--- src/rtl/vegeta_pu_ctrl.sv ---
// Job controller for the VEGETA PU array: loads weight tiles into a double
// buffer, streams activations per tile, overlaps the next tile's load with compute.
module vegeta_pu_ctrl #(
  parameter int N_ROWS    = 16,
  parameter int TILE_W    = 8,
  parameter int LEN_W     = 8,
  parameter int DRAIN_CYC = 20
) (
  input  logic              clk,
  input  logic              rst,
  input  logic              cmd_valid,
  output logic              cmd_ready,
  input  logic [1:0]        cmd_mode,
  input  logic [1:0]        cmd_gemm_mode,
  input  logic [TILE_W-1:0] cmd_num_tiles,
  input  logic [LEN_W-1:0]  cmd_act_len,
  input  logic              w_valid,
  output logic              w_ready,
  input  logic              a_valid,
  output logic              a_ready,
  output logic              pu_weight_transferring,
  output logic              pu_i_wb,
  output logic              pu_act_en,
  output logic [1:0]        pu_mode,
  output logic [1:0]        pu_gemm_mode,
  output logic [TILE_W-1:0] tile_idx,
  output logic              busy,
  output logic              done
);

  localparam int WC_W = $clog2(N_ROWS + 1);
  localparam int DC_W = (DRAIN_CYC > 1) ? $clog2(DRAIN_CYC) : 1;
  localparam logic [WC_W-1:0] ROWS      = WC_W'(N_ROWS);
  localparam logic [DC_W-1:0] DRAIN_END = DC_W'(DRAIN_CYC - 1);

  typedef enum logic [2:0] {
    S_IDLE, S_LOAD, S_COMPUTE, S_DRAIN, S_DONE
  } state_t;

  state_t state, state_nxt;

  logic [WC_W-1:0]   w_cnt;
  logic [LEN_W-1:0]  a_cnt;
  logic [TILE_W-1:0] num_tiles_q;
  logic [LEN_W-1:0]  act_len_q;
  logic [DC_W-1:0]   drain_cnt;
  logic              wb;

  logic has_next, preload_full, w_fire, a_fire, w_row_last, a_last;

  // Handshakes: a beat transfers on a rising edge where valid and ready are both 1;
  // ready never depends on valid, and valid may be dropped at any time.
  assign has_next     = ({1'b0, tile_idx} + {{TILE_W{1'b0}}, 1'b1}) < {1'b0, num_tiles_q};
  assign preload_full = (w_cnt == ROWS);

  always_comb begin
    w_ready = 1'b0;
    a_ready = 1'b0;
    case (state)
      S_LOAD:    w_ready = 1'b1;
      S_COMPUTE: begin
        a_ready = 1'b1;
        w_ready = has_next && !preload_full;
      end
      default: ;
    endcase
  end

  assign w_fire     = w_valid && w_ready;
  assign a_fire     = a_valid && a_ready;
  assign w_row_last = w_fire && (w_cnt == ROWS - WC_W'(1));
  assign a_last     = a_fire && (a_cnt == act_len_q - LEN_W'(1));

  always_ff @(posedge clk) begin
    if (rst) state <= S_IDLE;
    else     state <= state_nxt;
  end

  always_comb begin
    state_nxt = state;
    case (state)
      S_IDLE:
        if (cmd_valid) state_nxt = (cmd_num_tiles == '0) ? S_DONE : S_LOAD;
      S_LOAD:
        if (w_row_last) state_nxt = S_COMPUTE;
      S_COMPUTE:
        if (a_last) begin
          if (!has_next)                       state_nxt = S_DRAIN;
          else if (preload_full || w_row_last) state_nxt = S_COMPUTE;
          else                                 state_nxt = S_LOAD;
        end
      S_DRAIN:
        if (drain_cnt == DRAIN_END) state_nxt = S_DONE;
      S_DONE:
        state_nxt = S_IDLE;
      default:
        state_nxt = S_IDLE;
    endcase
  end

  always_ff @(posedge clk) begin
    if (rst) begin
      w_cnt        <= '0;
      a_cnt        <= '0;
      tile_idx     <= '0;
      num_tiles_q  <= '0;
      act_len_q    <= '0;
      drain_cnt    <= '0;
      wb           <= 1'b0;
      pu_mode      <= '0;
      pu_gemm_mode <= '0;
    end else begin
      case (state)
        S_IDLE:
          if (cmd_valid) begin
            pu_mode      <= cmd_mode;
            pu_gemm_mode <= cmd_gemm_mode;
            num_tiles_q  <= cmd_num_tiles;
            act_len_q    <= (cmd_act_len == '0) ? LEN_W'(1) : cmd_act_len;
            tile_idx     <= '0;
            w_cnt        <= '0;
            a_cnt        <= '0;
          end
        S_LOAD:
          if (w_row_last) begin
            w_cnt <= '0;
            wb    <= ~wb;
          end else if (w_fire) begin
            w_cnt <= w_cnt + WC_W'(1);
          end
        S_COMPUTE: begin
          drain_cnt <= '0;
          if (a_last) begin
            a_cnt <= '0;
            if (has_next) begin
              tile_idx <= tile_idx + TILE_W'(1);
              // A complete preload swaps buffers; a partial one is resumed in LOAD.
              if (preload_full || w_row_last) begin
                wb    <= ~wb;
                w_cnt <= '0;
              end else if (w_fire) begin
                w_cnt <= w_cnt + WC_W'(1);
              end
            end
          end else begin
            if (a_fire) a_cnt <= a_cnt + LEN_W'(1);
            if (w_fire) w_cnt <= w_cnt + WC_W'(1);
          end
        end
        S_DRAIN:
          drain_cnt <= drain_cnt + DC_W'(1);
        default: ;
      endcase
    end
  end

  assign cmd_ready              = (state == S_IDLE);
  assign busy                   = (state != S_IDLE);
  assign done                   = (state == S_DONE);
  assign pu_weight_transferring = w_fire;
  assign pu_act_en              = a_fire;
  assign pu_i_wb                = wb;

endmodule

--- config.mk ---
export PLATFORM = sky130hd
export DESIGN_NAME = vegeta_pu_ctrl
export DESIGN_NICKNAME = d
export VERILOG_FILES = /design/src/rtl/vegeta_pu_ctrl.sv
export SDC_FILE = /design/constraint.sdc
export NUM_CORES = 1
export LEC_CHECK = 0
export CORE_MARGIN = 10
export CORE_UTILIZATION = 58
export DETAILED_ROUTE_END_ITERATION = 8
export PLACE_DENSITY = 0.85
export SETUP_SLACK_MARGIN = 0.1
export SKIP_LAST_GASP = 1
export SYNTH_ARGS = -nofsm -noshare
export SYNTH_HDL_FRONTEND = slang
export SYNTH_SLANG_ARGS = --single-unit
--- constraint.sdc ---
create_clock -name clk -period 4.23 [get_ports clk]
set_input_delay 0.423 -clock clk [delete_from_list [all_inputs] [get_ports clk]]
set_output_delay 0.423 -clock clk [all_outputs]
set_load 0.01 [all_outputs]
---- Yosys cells after proc, flatten, opt, wreduce, memory -nomap -nowiden ----
Cells that the tools add are included.
storage, ports and cells
  output and inout port bits .............. 20
  logic and storage cells ................. 86
  bits in registers ....................... 50
  input port bits ......................... 25
operators by class
  equality and inequality tests ........... 16
  bitwise operators ....................... 1
  multiplexer cells ....................... 31
  add/sub/neg operators ................... 6
  reduce and logical (&&, ||, !) cells .... 21
  order comparisons ....................... 1
operator list
  operator                                                            count
  8-bit two-way mux                                                   6
  8-bit one-hot mux with 2 select lines                               2
  5-bit two-way mux                                                   6
  8-bit by 1-bit adder with 8-bit output, second input constant       2
  8-bit zero test                                                     2
  3-bit two-way mux                                                   5
  5-bit one-hot mux with 3 select lines                               1
  2-bit inequality test, second input constant                        6
  3-bit one-hot mux with 4 select lines                               1
  5-bit by 1-bit adder with 5-bit output, second input constant       2
  5-bit == test, second input constant                                2
  5-bit one-hot mux with 2 select lines                               1
  8-bit by 1-bit adder with 9-bit output, second input constant       1
  9-bit by 8-bit < comparator with 1-bit output                       1
  8-bit == test                                                       1
  4-bit AND reduction                                                 2
  8-bit by 1-bit subtractor with 8-bit output, second input constant  1
  3-bit by 2-bit == test with 1-bit output, second input constant     2
  3-bit inequality test, second input constant                        2
  3-bit AND reduction                                                 2
  2-bit nonzero test                                                  3
  3-bit nonzero test                                                  2
  5-bit by 4-bit == test with 1-bit output, second input constant     1
  1-bit logical AND                                                   5
  other kinds (11)                                                    17

---- Depth between registers and ports, before layout ----
  depth in word-level cells ............... 11
  depth in mapped cells ................... 14
  gate-level depth less buffers ........... 12

---- Worst setup path before layout ----
OpenSTA, ideal clock, no wires.
  kind .................................... reg2reg
  start point ............................. register tile_idx[2]
  end point ............................... register w_cnt[4]
  setup slack ............................. 1.226 ns
  setup time .............................. 0.142 ns
  required time ........................... 4.088 ns
  cell stages (with the launch flop) ...... 15
  buffers on the path ..................... 2
  data arrival time ....................... 2.862 ns
  period minus slack after synthesis ...... 3.004 ns
  cells stage by stage .................... dfxtp_1 and3_1 clkbuf_1 nand3_1 nor2_1 xnor2_1 ha_1 a21oi_1 nand2_1 a31oi_1 and2_1 buf_2 o21ai_0 a2111oi_4 a2111oi_0
on the way
  cells in the longest elaborated chain, start to end .. 11
  elaborated cells on any way between the ends .. 15
  those cells by class .................... 1 x add/sub; 1 x order compare; 1 x eq/ne; 7 x mux; 5 x reduce/logical
RTL lines
  what                                             line  RTL
  from (decl)                                      26    output logic [TILE_W-1:0] tile_idx,
  from (signal assigned)                           136   tile_idx <= tile_idx + TILE_W'(1);
  8-bit by 1-bit adder with 9-bit output *         53    assign has_next = ({1'b0, tile_idx} + {{TILE_W{1'b0}}, 1'b1}) < {1'b0, num_tiles_q};
  9-bit by 8-bit < comparator with 1-bit output *  53
  1-bit logical AND                                63    w_ready = has_next && !preload_full;
  1-bit one-hot mux with 2 select lines            59    case (state)
  1-bit logical AND                                69    assign w_fire = w_valid && w_ready;
  1-bit logical AND                                71    assign w_row_last = w_fire && (w_cnt == ROWS - WC_W'(1));
  1-bit logical OR                                 138   if (preload_full || w_row_last) begin
  5-bit two-way mux                                138
  5-bit two-way mux                                135   if (has_next) begin
  5-bit two-way mux                                133   if (a_last) begin
  5-bit one-hot mux with 3 select lines            113   case (state)
  to (signal assigned)                             129   w_cnt <= w_cnt + WC_W'(1);
  to (signal assigned)                             142   w_cnt <= w_cnt + WC_W'(1);
  to (signal assigned)                             147   if (w_fire) w_cnt <= w_cnt + WC_W'(1);
  to (decl)                                        42    logic [WC_W-1:0] w_cnt;
Every way passes the cells marked *; elsewhere a longest branch is shown, timed or not. The select of a mux whose other input is x is not followed.
A chain may end at the register's enable or synchronous reset.

---- Worst setup path after layout ----
  start point ............................. register tile_idx[2]
  end point ............................... output port pu_weight_transferring
on the way
  cells in the longest elaborated chain, start to end .. 5
RTL lines
  what                                           line  RTL
  8-bit by 1-bit adder with 9-bit output         53
  9-bit by 8-bit < comparator with 1-bit output  53
  1-bit logical AND                              63
  1-bit one-hot mux with 2 select lines          59
  1-bit logical AND                              69
  to (decl)                                      21    output logic pu_weight_transferring,
No other way between the ends.

==> flow_metrics.py <==
metrics = {
    "job": {
        "cap_violations": 0,
    },
    "detailed_routing": {
        "vias": 2667,
        "post_drt_wl_per_cell_um": 15.0,
        "drt_wl_total_um": 7020,
        "drt-pass1-iter-count": 4,
        "drc": 0,
        "final_antenna_net_count": 0,
        "vias_per_cell": 5.71,
        "first_iter_violations": 165,
    },
    "sta": {
        "tns_ns": 0,
        "period_needed_ns": 3.73,
        "fmax_mhz": 268,
        "fin_crit_sh_pct": 88.3,
        "slew_viol_final": 0,
        "finalSetupViolations": 0,
        "max-slew-margin-rel_pct": 49.3,
        "hold_viol_final": 0,
        "finClkSkew_ns": 0.00534,
        "tightest_slew_ns": 0.761,
        "rsz0062_at_grt": "no",
        "holdWs_ns": 0.455,
    },
    "global_route": {
        "grt_antenna_before_repair": 0,
        "grt_max_degree": 47,
        "first_global_vias": 2595,
        "gr-total-overflow": 0,
        "grt_usage_pct": 17.2,
        "grt_first_pass_wirelength_um": 12000,
    },
    "yosys": {
        "postSynthAreaPerCell_um2": 7.84,
        "yosys_warnings": 0,
        "yosysUniqueCellTypes": 50,
        "synth_area_um2": 2850,
        "yosysSeqAreaShare_pct": 35.1,
        "synthArstFlopShare_pct": 0,
        "yosys.area.top_type": "dfxtp_1",
        "synth_seq_cells": 50,
        "synth_area_leaders": "dfxtp_1, nand2_1, a21oi_1",
        "syn-num-nets": 403,
        "synth.top_cell.area_share_pct": 35.1,
        "synthCells": 364,
        "synth_edf_count": 0,
        "synth_most_common_cell": "nand2_1",
        "synthTopCellsByCount": "nand2_1, dfxtp_1, a21oi_1, inv_1, nor3_1",
        "synth-main-ff-cell": "dfxtp_1",
    },
    "clocking": {
        "clk_pin_slew_worst_paths_ns": 0.08,
        "cts_made_buffers": 5,
        "cts_hold_buf": 0,
        "clock_sinks": 50,
        "cts_tree": "yes",
        "h-tree-depth": 2,
        "ctsRootBufferMaster": "clkbuf_8",
        "cts_setup_buffers": 0,
        "clock_latency_ns": 0.30,
        "cts_resized": 0,
        "cts_buffer_depth": 2,
    },
    "critical_path": {
        "path_class": "flop to output port",
        "start_kind": "flop",
        "cpMaxStageDelayCell": "clkdlybuf4s50_1",
        "critical-path-max-stage-delay_ns": 0.54,
        "cpMostUsedCell": "nand2_1",
        "worstPathRequired_ns": 3.81,
        "crit_path_end": "pu_weight_transferring",
        "r2r-start": "tile_idx[2]",
        "r2r_slack_ns": 0.95,
        "cp-end-kind": "output port",
        "worstRegToRegCells": 12,
        "path_cells": "and3_1 -> nand3_1 -> nor2_1 -> xnor2_1 -> ha_1 -> a21oi_1 -> nand2_1 -> a31oi_1 -> a32o_1 -> nand2_1 -> inv_1 -> clkdlybuf4s50_1",
        "cp_data_arrival_time_ns": 3.31,
        "r2r-end": "tile_idx[1]",
        "path_max_fanout": 6,
        "crit_start": "tile_idx[2]",
    },
    "final_layout": {
        "fin_area_um2": 3400,
        "nFillCells": 388,
        "diodes": 0,
        "area_growth_pct": 19.0,
        "nets": 439,
        "layout-drive-gt1-share_pct": 2.75,
    },
    "pwr": {
        "power_mw": 1.13,
        "leakagePower_nw": 1.25,
        "powerDensity_nw_per_um2": 334,
        "ir_worst_vdd_mv": 0.178,
    },
    "placement": {
        "dpl-instance-area_um2": 3320,
        "io_buffer_count": 44,
        "hpwl_um": 5130,
        "gp_congestion": 0.884,
    },
    "floorplanning": {
        "dieArea_um2": 8120,
        "core_area_um2": 4750,
        "die_y_um": 90.1,
        "die_x_um": 90.1,
        "start_util_pct": 60.0,
        "io_pins": 45,
        "placementRows": 25,
    },
    "worst_hold_path": {
        "min_path_cells": 2,
        "min_path_type": "flop to flop",
    },
    "status": {
        "outcome": "complete, no violations",
    },
}
## worst max-delay path: cells and delay by family (launching register included)
family	cells	cell delay (ns)
and+or+nand+nor	5	0.78
AOI/OAI and AO/OA	3	0.70
buffers and inverters	2	0.64
DFF	1	0.42
adders and majority gates	1	0.30
xor gates and xnor gates	1	0.17
## cells by family (layout without fill, tap and decap cells)
| kind of cell | count (synthesis) | in the layout | synth area share, % |
|---|---|---|---|
| AND/OR/NAND/NOR | 153 | 153 | 27.5 |
| AO/OA/AOI/OAI | 83 | 83 | 18.1 |
| adder cells (fa/ha/maj) | 14 | 14 | 6.14 |
| flip-flops | 50 | 50 | 35.1 |
| buffers and inverters | 39 | 75 | 5.44 |
| multiplexers | 1 | 1 | 0.351 |
| XOR/XNOR | 24 | 24 | 7.37 |
## worst min-delay path by stage
stage                    startpoint               to  slack, ns
global route        pu_gemm_mode[1]  pu_gemm_mode[1]       0.47
detailed placement  pu_gemm_mode[0]  pu_gemm_mode[0]       0.45
global placement    pu_gemm_mode[1]  pu_gemm_mode[1]       0.44
CTS                 pu_gemm_mode[0]  pu_gemm_mode[0]       0.46
floorplan            num_tiles_q[1]   num_tiles_q[1]       0.44
finish              pu_gemm_mode[0]  pu_gemm_mode[0]       0.45
## report_power, final
group,internal (mW),switching [mW],total [mW]
Combinational,0.143,0.187,0.330
Clock,0.114,0.149,0.264
Sequential,0.500,0.0403,0.540
Total,0.758,0.376,1.13
## cell type report
type | count | area [um^2] | share of cell area [%]
clock buffers | 7 | 76.3 | 2.25
well taps | 67 | 83.8 | 2.47
flip-flops and latches | 50 | 1000 | 29.5
repair buffers | 46 | 455 | 13.4
inverters | 22 | 82.6 | 2.43
multi-input cells | 275 | 1700 | 50.0
## layer usage
layer / global-route usage [%] / vias up / share of wire, %
met5: 0 / - / 0
met4: 3.58 / 0 / 0.60
met3: 4.24 / 4 / 5.7
met2: 28.0 / 90 / 46
met1: 22.5 / 1219 / 47
li1: - / 1354 / -
## flip-flops by register name, indices dropped and copies added (netlist names)
name and cells:
a_cnt 8, act_len_q 8, drain_cnt 5, num_tiles_q 8, pu_gemm_mode 2, pu_i_wb 1
pu_mode 2, state 3, tile_idx 8, w_cnt 5
## placed cells by master (no fill, tap or decap), drive strengths merged, types with 3 or more instances in the layout
cell type,count
clkdlybuf4s50,44
nor4,6
nor2b,4
nor2,14
o21ai,13
o211ai,3
or3b,3
xor2,11
nand2b,3
a21oi,44
xnor2,13
nor3b,5
nor3,17
inv,22
and2,3
nand4,6
or3,4
clkbuf,7
dfxtp,50
nand3,11
ha,14
nand2,61
and3,9
## through the flow
stage,utilization [%],setup WS [ns],instances
3_3_place_gp,69.8,0.960,460
5_1_grt,71.4,0.248,467
2_1_floorplan,-,1.23,364
3_5_place_dp,69.8,0.873,460
6_report,71.4,0.496,467
4_1_cts,71.4,0.511,467
Power figures use the tool's default switching activity.
